===== config.mk =====
export PLATFORM = sky130hd
export DESIGN_NAME = fifo_uart_tx
export DESIGN_NICKNAME = d
export VERILOG_FILES = /design/src/rtl/uart_pkg.sv /design/src/rtl/baud_counter.sv /design/src/rtl/fifo_uart_tx.sv
export SDC_FILE = /design/constraint.sdc
export NUM_CORES = 1
export LEC_CHECK = 0
export CAP_MARGIN = 30
export CORE_UTILIZATION = 54
export DETAILED_ROUTE_END_ITERATION = 10
export GPL_TIMING_DRIVEN = 0
export MAX_ROUTING_LAYER = met4
export PLACE_DENSITY = 0.79
export SLEW_MARGIN = 20
export SYNTH_ARGS = -nofsm -noshare
export SYNTH_HDL_FRONTEND = slang
export SYNTH_SLANG_ARGS = --single-unit
export TNS_END_PERCENT = 1

===== constraint.sdc =====
create_clock -name clk -period 3.31 [get_ports clk]
set_input_delay 0.4965 -clock clk [delete_from_list [all_inputs] [get_ports clk]]
set_output_delay 0.4965 -clock clk [all_outputs]
set_load 0.02 [all_outputs]

===== src/rtl/uart_pkg.sv =====
// rtl/uart_pkg.sv - shared FSM encodings, framing constants and byte select helper
// Purpose : constants shared by the FIFO-draining UART transmitter.
// Contents: state encodings (IDLE, POP, LOAD, START, DATA, STOP),
//           BYTES_PER_WORD, BITS_PER_BYTE, sel_byte() helper.
package uart_pkg;

  localparam logic [2:0] S_IDLE  = 3'd0;
  localparam logic [2:0] S_POP   = 3'd1;
  localparam logic [2:0] S_LOAD  = 3'd2;
  localparam logic [2:0] S_START = 3'd3;
  localparam logic [2:0] S_DATA  = 3'd4;
  localparam logic [2:0] S_STOP  = 3'd5;

  localparam int BYTES_PER_WORD = 3;
  localparam int BITS_PER_BYTE  = 8;

  // Byte 0 is the most significant byte of the word; it goes out first.
  function automatic logic [7:0] sel_byte(input logic [23:0] word, input logic [1:0] idx);
    case (idx)
      2'd0:    return word[23:16];
      2'd1:    return word[15:8];
      default: return word[7:0];
    endcase
  endfunction

endpackage


===== src/rtl/baud_counter.sv =====
// rtl/baud_counter.sv - bit-period counter producing a tick on the last cycle of each bit
// Purpose : counts 0..CLKS_PER_BIT-1 while enabled.
// Ports   : clk, n_reset (async active-low), clear (reload to 0), en (count),
//           tick (high on the final cycle of a bit period while en).
module baud_counter #(
  parameter int CLKS_PER_BIT = 434
) (
  input  logic clk,
  input  logic n_reset,
  input  logic clear,
  input  logic en,
  output logic tick
);

  localparam int CNT_W = (CLKS_PER_BIT > 1) ? $clog2(CLKS_PER_BIT) : 1;

  logic [CNT_W-1:0] r_cnt;

  assign tick = en && (r_cnt == CNT_W'(CLKS_PER_BIT - 1));

  always_ff @(posedge clk or negedge n_reset) begin
    if (!n_reset) begin
      r_cnt <= '0;
    end else if (clear) begin
      r_cnt <= '0;
    end else if (en) begin
      r_cnt <= r_cnt + 1'b1;
    end
  end

endmodule


===== src/rtl/fifo_uart_tx.sv =====
// rtl/fifo_uart_tx.sv - pops 24-bit FIFO words and sends each as three 8N1 bytes, MSB byte first
// Purpose : sole consumer of the upstream FIFO; serialises every popped word.
// Ports   : clk, n_reset (async active-low)
//           fifo_data[DATA_W] / fifo_empty  - FIFO read side inputs
//           fifo_rd_en                      - one-cycle pop strobe
//           tx                              - UART line, idle high
//           busy                            - high from pop until last stop bit ends
//           word_done                       - one-cycle pulse as the FSM re-enters IDLE
module fifo_uart_tx
  import uart_pkg::*;
#(
  parameter int CLKS_PER_BIT = 434,
  parameter int DATA_W       = 24
) (
  input  logic              clk,
  input  logic              n_reset,
  input  logic [DATA_W-1:0] fifo_data,
  input  logic              fifo_empty,
  output logic              fifo_rd_en,
  output logic              tx,
  output logic              busy,
  output logic              word_done
);

  logic [2:0]        r_state;
  logic [2:0]        w_state_next;
  logic [DATA_W-1:0] r_word;
  logic [2:0]        r_bit_idx;
  logic [2:0]        w_bit_idx_next;
  logic [1:0]        r_byte_idx;
  logic [1:0]        w_byte_idx_next;
  logic              w_done_next;
  logic              w_tx_next;
  logic [7:0]        w_byte_next;
  logic              w_tick;
  logic              w_baud_en;
  logic              w_baud_clear;
  logic              r_tx;
  logic              r_busy;
  logic              r_rd_en;
  logic              r_word_done;

  // The counter only runs while a bit is on the line; any bit boundary or
  // non-line state reloads it so every bit gets a full period.
  assign w_baud_en    = (r_state == S_START) || (r_state == S_DATA) || (r_state == S_STOP);
  assign w_baud_clear = w_tick || !w_baud_en;

  baud_counter #(
    .CLKS_PER_BIT(CLKS_PER_BIT)
  ) u_baud (
    .clk    (clk),
    .n_reset(n_reset),
    .clear  (w_baud_clear),
    .en     (w_baud_en),
    .tick   (w_tick)
  );

  always_comb begin
    w_state_next    = r_state;
    w_bit_idx_next  = r_bit_idx;
    w_byte_idx_next = r_byte_idx;
    w_done_next     = 1'b0;
    case (r_state)
      S_IDLE: begin
        // fifo_empty is only consulted here, so a refill mid-word waits for IDLE.
        if (!fifo_empty) begin
          w_state_next = S_POP;
        end
      end
      S_POP: begin
        w_state_next = S_LOAD;
      end
      S_LOAD: begin
        w_state_next    = S_START;
        w_bit_idx_next  = 3'd0;
        w_byte_idx_next = 2'd0;
      end
      S_START: begin
        if (w_tick) begin
          w_state_next   = S_DATA;
          w_bit_idx_next = 3'd0;
        end
      end
      S_DATA: begin
        if (w_tick) begin
          if (r_bit_idx == 3'(BITS_PER_BYTE - 1)) begin
            w_state_next = S_STOP;
          end else begin
            w_bit_idx_next = r_bit_idx + 3'd1;
          end
        end
      end
      S_STOP: begin
        if (w_tick) begin
          if (r_byte_idx < 2'(BYTES_PER_WORD - 1)) begin
            w_byte_idx_next = r_byte_idx + 2'd1;
            w_state_next    = S_START;
          end else begin
            w_state_next = S_IDLE;
            w_done_next  = 1'b1;
          end
        end
      end
      default: begin
        w_state_next = S_IDLE;
      end
    endcase
  end

  // tx is computed from the next state so the line register changes on the
  // same edge as the FSM, keeping the output glitch-free and cycle-aligned.
  assign w_byte_next = sel_byte(r_word, w_byte_idx_next);

  always_comb begin
    w_tx_next = 1'b1;
    case (w_state_next)
      S_START: w_tx_next = 1'b0;
      S_DATA:  w_tx_next = w_byte_next[w_bit_idx_next];
      default: w_tx_next = 1'b1;
    endcase
  end

  always_ff @(posedge clk or negedge n_reset) begin
    if (!n_reset) begin
      r_state     <= S_IDLE;
      r_word      <= '0;
      r_bit_idx   <= '0;
      r_byte_idx  <= '0;
      r_tx        <= 1'b1;
      r_busy      <= 1'b0;
      r_rd_en     <= 1'b0;
      r_word_done <= 1'b0;
    end else begin
      r_state     <= w_state_next;
      r_bit_idx   <= w_bit_idx_next;
      r_byte_idx  <= w_byte_idx_next;
      r_tx        <= w_tx_next;
      r_busy      <= (w_state_next != S_IDLE);
      r_rd_en     <= (w_state_next == S_POP);
      r_word_done <= w_done_next;
      // FIFO data is valid the cycle after the pop strobe, i.e. in LOAD.
      if (r_state == S_LOAD) begin
        r_word <= fifo_data;
      end
    end
  end

  assign tx         = r_tx;
  assign busy       = r_busy;
  assign fifo_rd_en = r_rd_en;
  assign word_done  = r_word_done;

endmodule

**Yosys cells after proc, flatten, opt, wreduce, memory -nomap -nowiden**

Cells that the tools add are included.

- Equal/unequal tests: 11
- $lt $le $gt $ge: 2
- Reduce and logical (&&, ||, !) cells: 9
- Add/sub/neg operators: 3
- Muxes and demuxes: 23

Operator list:

| kind | count |
|---|---|
| $mux W3 | 8 |
| $mux W9 | 2 |
| $pmux W3 S6 | 1 |
| $pmux W8 S2 | 1 |
| $eq A3 B3 Y1 const B | 4 |
| $add A9 B1 Y9 const B | 1 |
| $eq A3 B2 Y1 const B | 3 |
| $eq A9 B9 Y1 const B | 1 |
| $pmux W3 S3 | 1 |
| $eq A3 B1 Y1 const B | 2 |
| $mux W2 | 3 |
| $lt A3 B4 Y1 const B | 1 |
| $mux W1 | 4 |
| $pmux W2 S2 | 1 |
| $add A3 B1 Y3 const B | 1 |
| $bmux W1 S3 | 1 |
| $logic_not A3 Y1 | 1 |
| $logic_or A1 B1 Y1 | 3 |
| $reduce_bool A3 Y1 | 1 |
| $add A2 B1 Y2 const B | 1 |
| $eq A2 B1 Y1 const B | 1 |
| $logic_not A2 Y1 | 1 |
| $lt A2 B2 Y1 const B | 1 |
| $pmux W1 S2 | 1 |
| 3 further kinds | 3 |

- Flip-flop bits (word level): 45
- Output and inout port bits: 4
- Bits of input ports: 27
- Word-level logic and storage cells: 57

**Longest topological paths before layout**

- Depth after elaboration: 11
- Mapped depth: 10
- Gate-level depth less buffers: 10

**Cells and area by module**

A second synthesis with hierarchy kept.

- Cells, all modules: 206
- Area total of the unflattened synthesis: 2,269.7 sq um

Modules (own cells, without submodules):

| module | times used | cells each | area each (sq um) |
|---|---|---|---|
| fifo_uart_tx | 1 | 158 | 1,798.0 |
| baud_counter | 1 | 48 | 471.7 |

**Worst setup path before layout**

Ideal clock, no wire load.

- Path kind: register -> register
- Start: register u_baud.r_cnt[2]
- End: register r_tx (netlist: tx)
- Setup time: 0.089 ns
- Data required time: 3.221 ns
- Slack: 0.875 ns
- Buffers on the path: 0
- Cell stages (with the launch flop): 7
- Arrival time: 2.346 ns
- Path through: dfrtp_1 -> or4b_4 -> or4_4 -> o221ai_4 -> o32ai_1 -> a2111oi_1 -> nor3_1

RTL lines:

| what | line | source |
|---|---|---|
| start, declared | baud_counter.sv:17 | `logic [CNT_W-1:0] r_cnt;` |
| start signal, assigned | baud_counter.sv:27 | `r_cnt <= r_cnt + 1'b1;` |
| $eq A9 B9 Y1 * | baud_counter.sv:19 | `assign tick = en && (r_cnt == CNT_W'(CLKS_PER_BIT - 1));` |
| $logic_and A1 B1 Y1 * | baud_counter.sv:19 |  |
| $mux W3, on equally long branches | fifo_uart_tx.sv:85, fifo_uart_tx.sv:79 |  |
| $pmux W3 S3 * | fifo_uart_tx.sv:63 | `case (r_state)` |
| net w_bit_idx_next[0] | fifo_uart_tx.sv:29 | `logic [2:0] w_bit_idx_next;` |
| $bmux W1 S3 * | fifo_uart_tx.sv:118 | `S_DATA: w_tx_next = w_byte_next[w_bit_idx_next];` |
| $mux W1 (implied by the code) * | fifo_uart_tx.sv:118 |  |
| $pmux W1 S2 * | fifo_uart_tx.sv:116 | `case (w_state_next)` |
| net w_tx_next | fifo_uart_tx.sv:33 | `logic w_tx_next;` |
| end signal, assigned | fifo_uart_tx.sv:137 | `r_tx <= w_tx_next;` |
| end, declared | fifo_uart_tx.sv:38 | `logic r_tx;` |

The timed path passes the listed nets; every way through them passes the cells marked *. The select of a mux whose other input is x is not followed.
A chain may end at the register's enable or synchronous reset.

**Worst setup path in the final report**

- Start: register u_baud.r_cnt[2]
- End: register r_tx (netlist: tx)

- Longest elaborated chain between the ends: 9

RTL lines:

| what | line | source |
|---|---|---|
| $eq A9 B9 Y1 * | baud_counter.sv:19 |  |
| $logic_and A1 B1 Y1 * | baud_counter.sv:19 |  |
| $mux W2 | fifo_uart_tx.sv:94 | `if (w_tick) begin` |
| $pmux W2 S2 | fifo_uart_tx.sv:63 |  |
| $eq A2 B1 Y1 or $logic_not A2 Y1 (tied branches) | uart_pkg.sv:19 | `case (idx)` |
| $pmux W8 S2 | uart_pkg.sv:19 |  |
| $bmux W1 S3 | fifo_uart_tx.sv:118 |  |
| $mux W1 (implied by the code) | fifo_uart_tx.sv:118 |  |
| $pmux W1 S2 * | fifo_uart_tx.sv:116 |  |
| net w_tx_next | fifo_uart_tx.sv:33 |  |

Marks and branches as above.

==> impl_metrics.json <==
{
  "met1_usage": 0.328,
  "worst-path-buf-inv": 1,
  "clk_latency_ns": 0.30,
  "cap_violations": 0,
  "total_power_uw": 1040,
  "clockPowerShare": 0.391,
  "endpoint_kind": "flip-flop",
  "drt-initial-drc-count": 129,
  "ys_ff_latch": 45,
  "cts-resized-gates": 0,
  "hold_path_class": "input pin to asynchronous set/reset pin",
  "internal_power_uw": 833,
  "ant_nets": 0,
  "synth.distinct_cells": 46,
  "finClkSkew_ns": 0.00886,
  "antenna_cells": 0,
  "grt_pass1_vias": 1587,
  "crit_path_cell_trace": "nor4b_2, a31oi_1, or3_1, buf_2, a211oi_1, o32ai_1, a2111oi_1, nor3_1",
  "start_kind": "flip-flop",
  "grt_pass1_wl_um": 7560,
  "grt_usage": 0.237,
  "clkTransAtPathRegs_ns": 0.08,
  "setup.worst_path.class": "flip-flop to flip-flop",
  "ctsLongestPathBuffers": 2,
  "path_depth": 8,
  "cts_root_buffer": "clkbuf_8",
  "status": "complete, no violations",
  "coreArea_mm2": 0.00406,
  "layout.cells.non_filler": 302,
  "setup.worst_path.start": "u_baud.r_cnt[2]$_DFFE_PN0P_",
  "critPathRequiredTime_ns": 3.52,
  "reg2reg_from": "u_baud.r_cnt[2]$_DFFE_PN0P_",
  "cts_max_level": 2,
  "p_comb_frac": 0.061,
  "p_seq_frac": 0.548,
  "min_period_ns": 2.87,
  "syn_nets": 244,
  "cpPeakStageDelay_ns": 0.46,
  "cts_setup_buffers": 0,
  "rrSetupSlack_ns": 0.44,
  "vias": 1696,
  "die_w_um": 67.3,
  "cts-hold-fix-buffers": 0,
  "worst_r2r_path_depth": 8,
  "yosysWarningCount": 0,
  "grt_overflow": 0,
  "total_leakage_power_uw": 0.00114,
  "drcViolationCount": 0,
  "tightest_slew_ns": 0.708,
  "cts_buffers": 5,
  "tns_ns": 0,
  "grt_start_max_net_pins": 26,
  "port_buffers": 30,
  "arrival_ns": 3.09,
  "wl_per_cell_um": 15.1,
  "grt.busiest_layer": "met2",
  "dr.pass1.iters": 4,
  "critPathTopFamily": "compound AO/OA/AOI/OAI gates",
  "swShare": 0.201,
  "totalWireLength_um": 4550,
  "irDropWorstVdd_mv": 0.256,
  "start_util": 0.567,
  "antenna_found_initial": 0,
  "nNetsFinal": 282,
  "layout-drive-gt1-share": 0.179,
  "cpMaxStageDelayCell": "nor4b_2",
  "met2_usage": 0.338,
  "slew_violations": 0,
  "cts_tree": "built",
  "setup_viol": 0,
  "rsz0062_at_grt": "false",
  "gp_congestion": 0.885,
  "crit_end": "tx$_DFF_PN1_",
  "hpwl_um": 3360,
  "rows": 23,
  "dp.cells": 294,
  "area.growth.synth_to_final_pct": 21.3,
  "clock_sinks": 45,
  "power.switching_uw": 210,
  "ys_seq_area_frac": 0.490,
  "ios": 31,
  "syn-mean-instance-area_um2": 10.8,
  "relSlewSlack": 0.526,
  "gr-usage-met3": 0.0355,
  "fmax_mhz": 348,
  "die_area_mm2": 0.00453,
  "syn_inst": 213,
  "powerDensity_mw_per_mm2": 373,
  "syn_area_mm2": 0.00230,
  "chipHeight_um": 67.3,
  "cp_max_fo": 9,
  "hold_violations": 0,
  "finalCritPeriodShare": 0.868,
  "r2r-end": "tx$_DFF_PN1_",
  "viasPerCell": 5.62
}
flip-flops by register name (all words and copies together), names as in the netlist:
name          cells
r_word           24
r_byte_idx        2
tx                1
word_done         1
fifo_rd_en        1
busy              1
u_baud.r_cnt      9
r_state           3
r_bit_idx         3
stage by stage:
step	instance area [µm²]	hold slack (ns)	util	worst slack [ns]
2_1_floorplan	2300	0.201	-	0.875
3_3_place_gp	2670	0.488	0.657	0.553
3_5_place_dp	2680	0.496	0.661	0.522
4_1_cts	2790	0.182	0.688	0.503
5_1_grt	2790	0.203	0.688	0.341
6_report	2790	0.171	0.688	0.436
power by group through the flow:
stage	Combinational, µW	Clock (µW)	Sequential, µW
after global placement	60.9	0	582
after global routing	69.9	441	574
after floorplan	18.2	0	580
after CTS	64.9	419	572
final	63.5	407	572
after detailed placement	64.5	0	583
cells in the mapped netlist, drive strengths merged:
master	count	area [µm²]
dfrtp	44	1100
mux2	23	263
nor2	23	86.3
o21ai	12	60.1
inv	11	41.3
nand2	11	41.3
a211oi	8	60.1
clkbuf	7	30.0
a21oi	6	30.0
nor4b	6	58.8
xnor2	6	52.6
nand3	5	25.0
ha	4	50.1
nor3	4	25.0
a31oi	3	18.8
mux2i	3	30.0
nand2b	3	18.8
nor2b	3	18.8
a221o	2	20.0
buf	2	10.0
nand4	2	12.5
o211ai	2	15.0
o221ai	2	41.3
o32ai	2	17.5
or2	2	12.5
or3	2	12.5
xor2	2	17.5
a2111oi	1	10.0
a21o	1	7.51
and2	1	6.26
and4	1	8.76
dfstp	1	26.3
nand4b	1	8.76
nor4	1	6.26
o21bai	1	7.51
o311ai	1	8.76
o31a	1	8.76
or3b	1	8.76
or4	1	11.3
or4b	1	13.8
kinds of logic (layout without fill, tap and decap cells):
kind of cell,after synthesis,count (layout),share of synthesized area
buffers and inverters,20,59,0.0353
multiplexers,26,26,0.127
AO/OA/AOI/OAI,42,42,0.133
adder cells (fa/ha/maj),4,4,0.0217
flip-flops,45,45,0.490
AND/OR/NAND/NOR,68,68,0.163
XOR/XNOR,8,8,0.0304
per-layer routing:
metal	vias to the layer above	part of all wire	wire length, µm
li1	845	-	-
met1	811	0.49	2220
met5	-	0	0
met3	8	0.030	135
met2	32	0.46	2110
met4	0	0.018	83
how the worst min path moves through the flow:
stage          slack (ns)  depth (start not counted)                   start                     end
4_1_cts              0.18                          1                 n_reset  r_word[18]$_DFFE_PN0P_
5_1_grt              0.20                          1                 n_reset  r_word[18]$_DFFE_PN0P_
6_report             0.17                          1                 n_reset  r_bit_idx[2]$_DFF_PN0_
2_1_floorplan        0.20                          0                 n_reset          busy$_DFF_PN0_
3_3_place_gp         0.49                          1   r_word[9]$_DFFE_PN0P_   r_word[9]$_DFFE_PN0P_
3_5_place_dp         0.50                          1  r_word[16]$_DFFE_PN0P_  r_word[16]$_DFFE_PN0P_
layout by cell type, fill, tap and decap left out, drive strengths merged, types with 6 or more instances in the layout:
master,count
a211oi,8
a21oi,6
clkbuf,13
clkdlybuf4s50,29
dfrtp,44
inv,11
mux2,23
nand2,11
nor2,23
nor4b,6
o21ai,12
xnor2,6
cell type report:
type / count / area, µm²
Fill cell: 335 / 1270
Sequential cell: 45 / 1130
Multi-Input combinational cell: 148 / 1090
Timing Repair Buffer: 31 / 315
Clock buffer: 6 / 72.6
Tap cell: 50 / 62.6
Inverter: 11 / 41.3
Buffer: 9 / 40.0
Clock inverter: 2 / 38.8
Power figures use the tool's default switching activity.
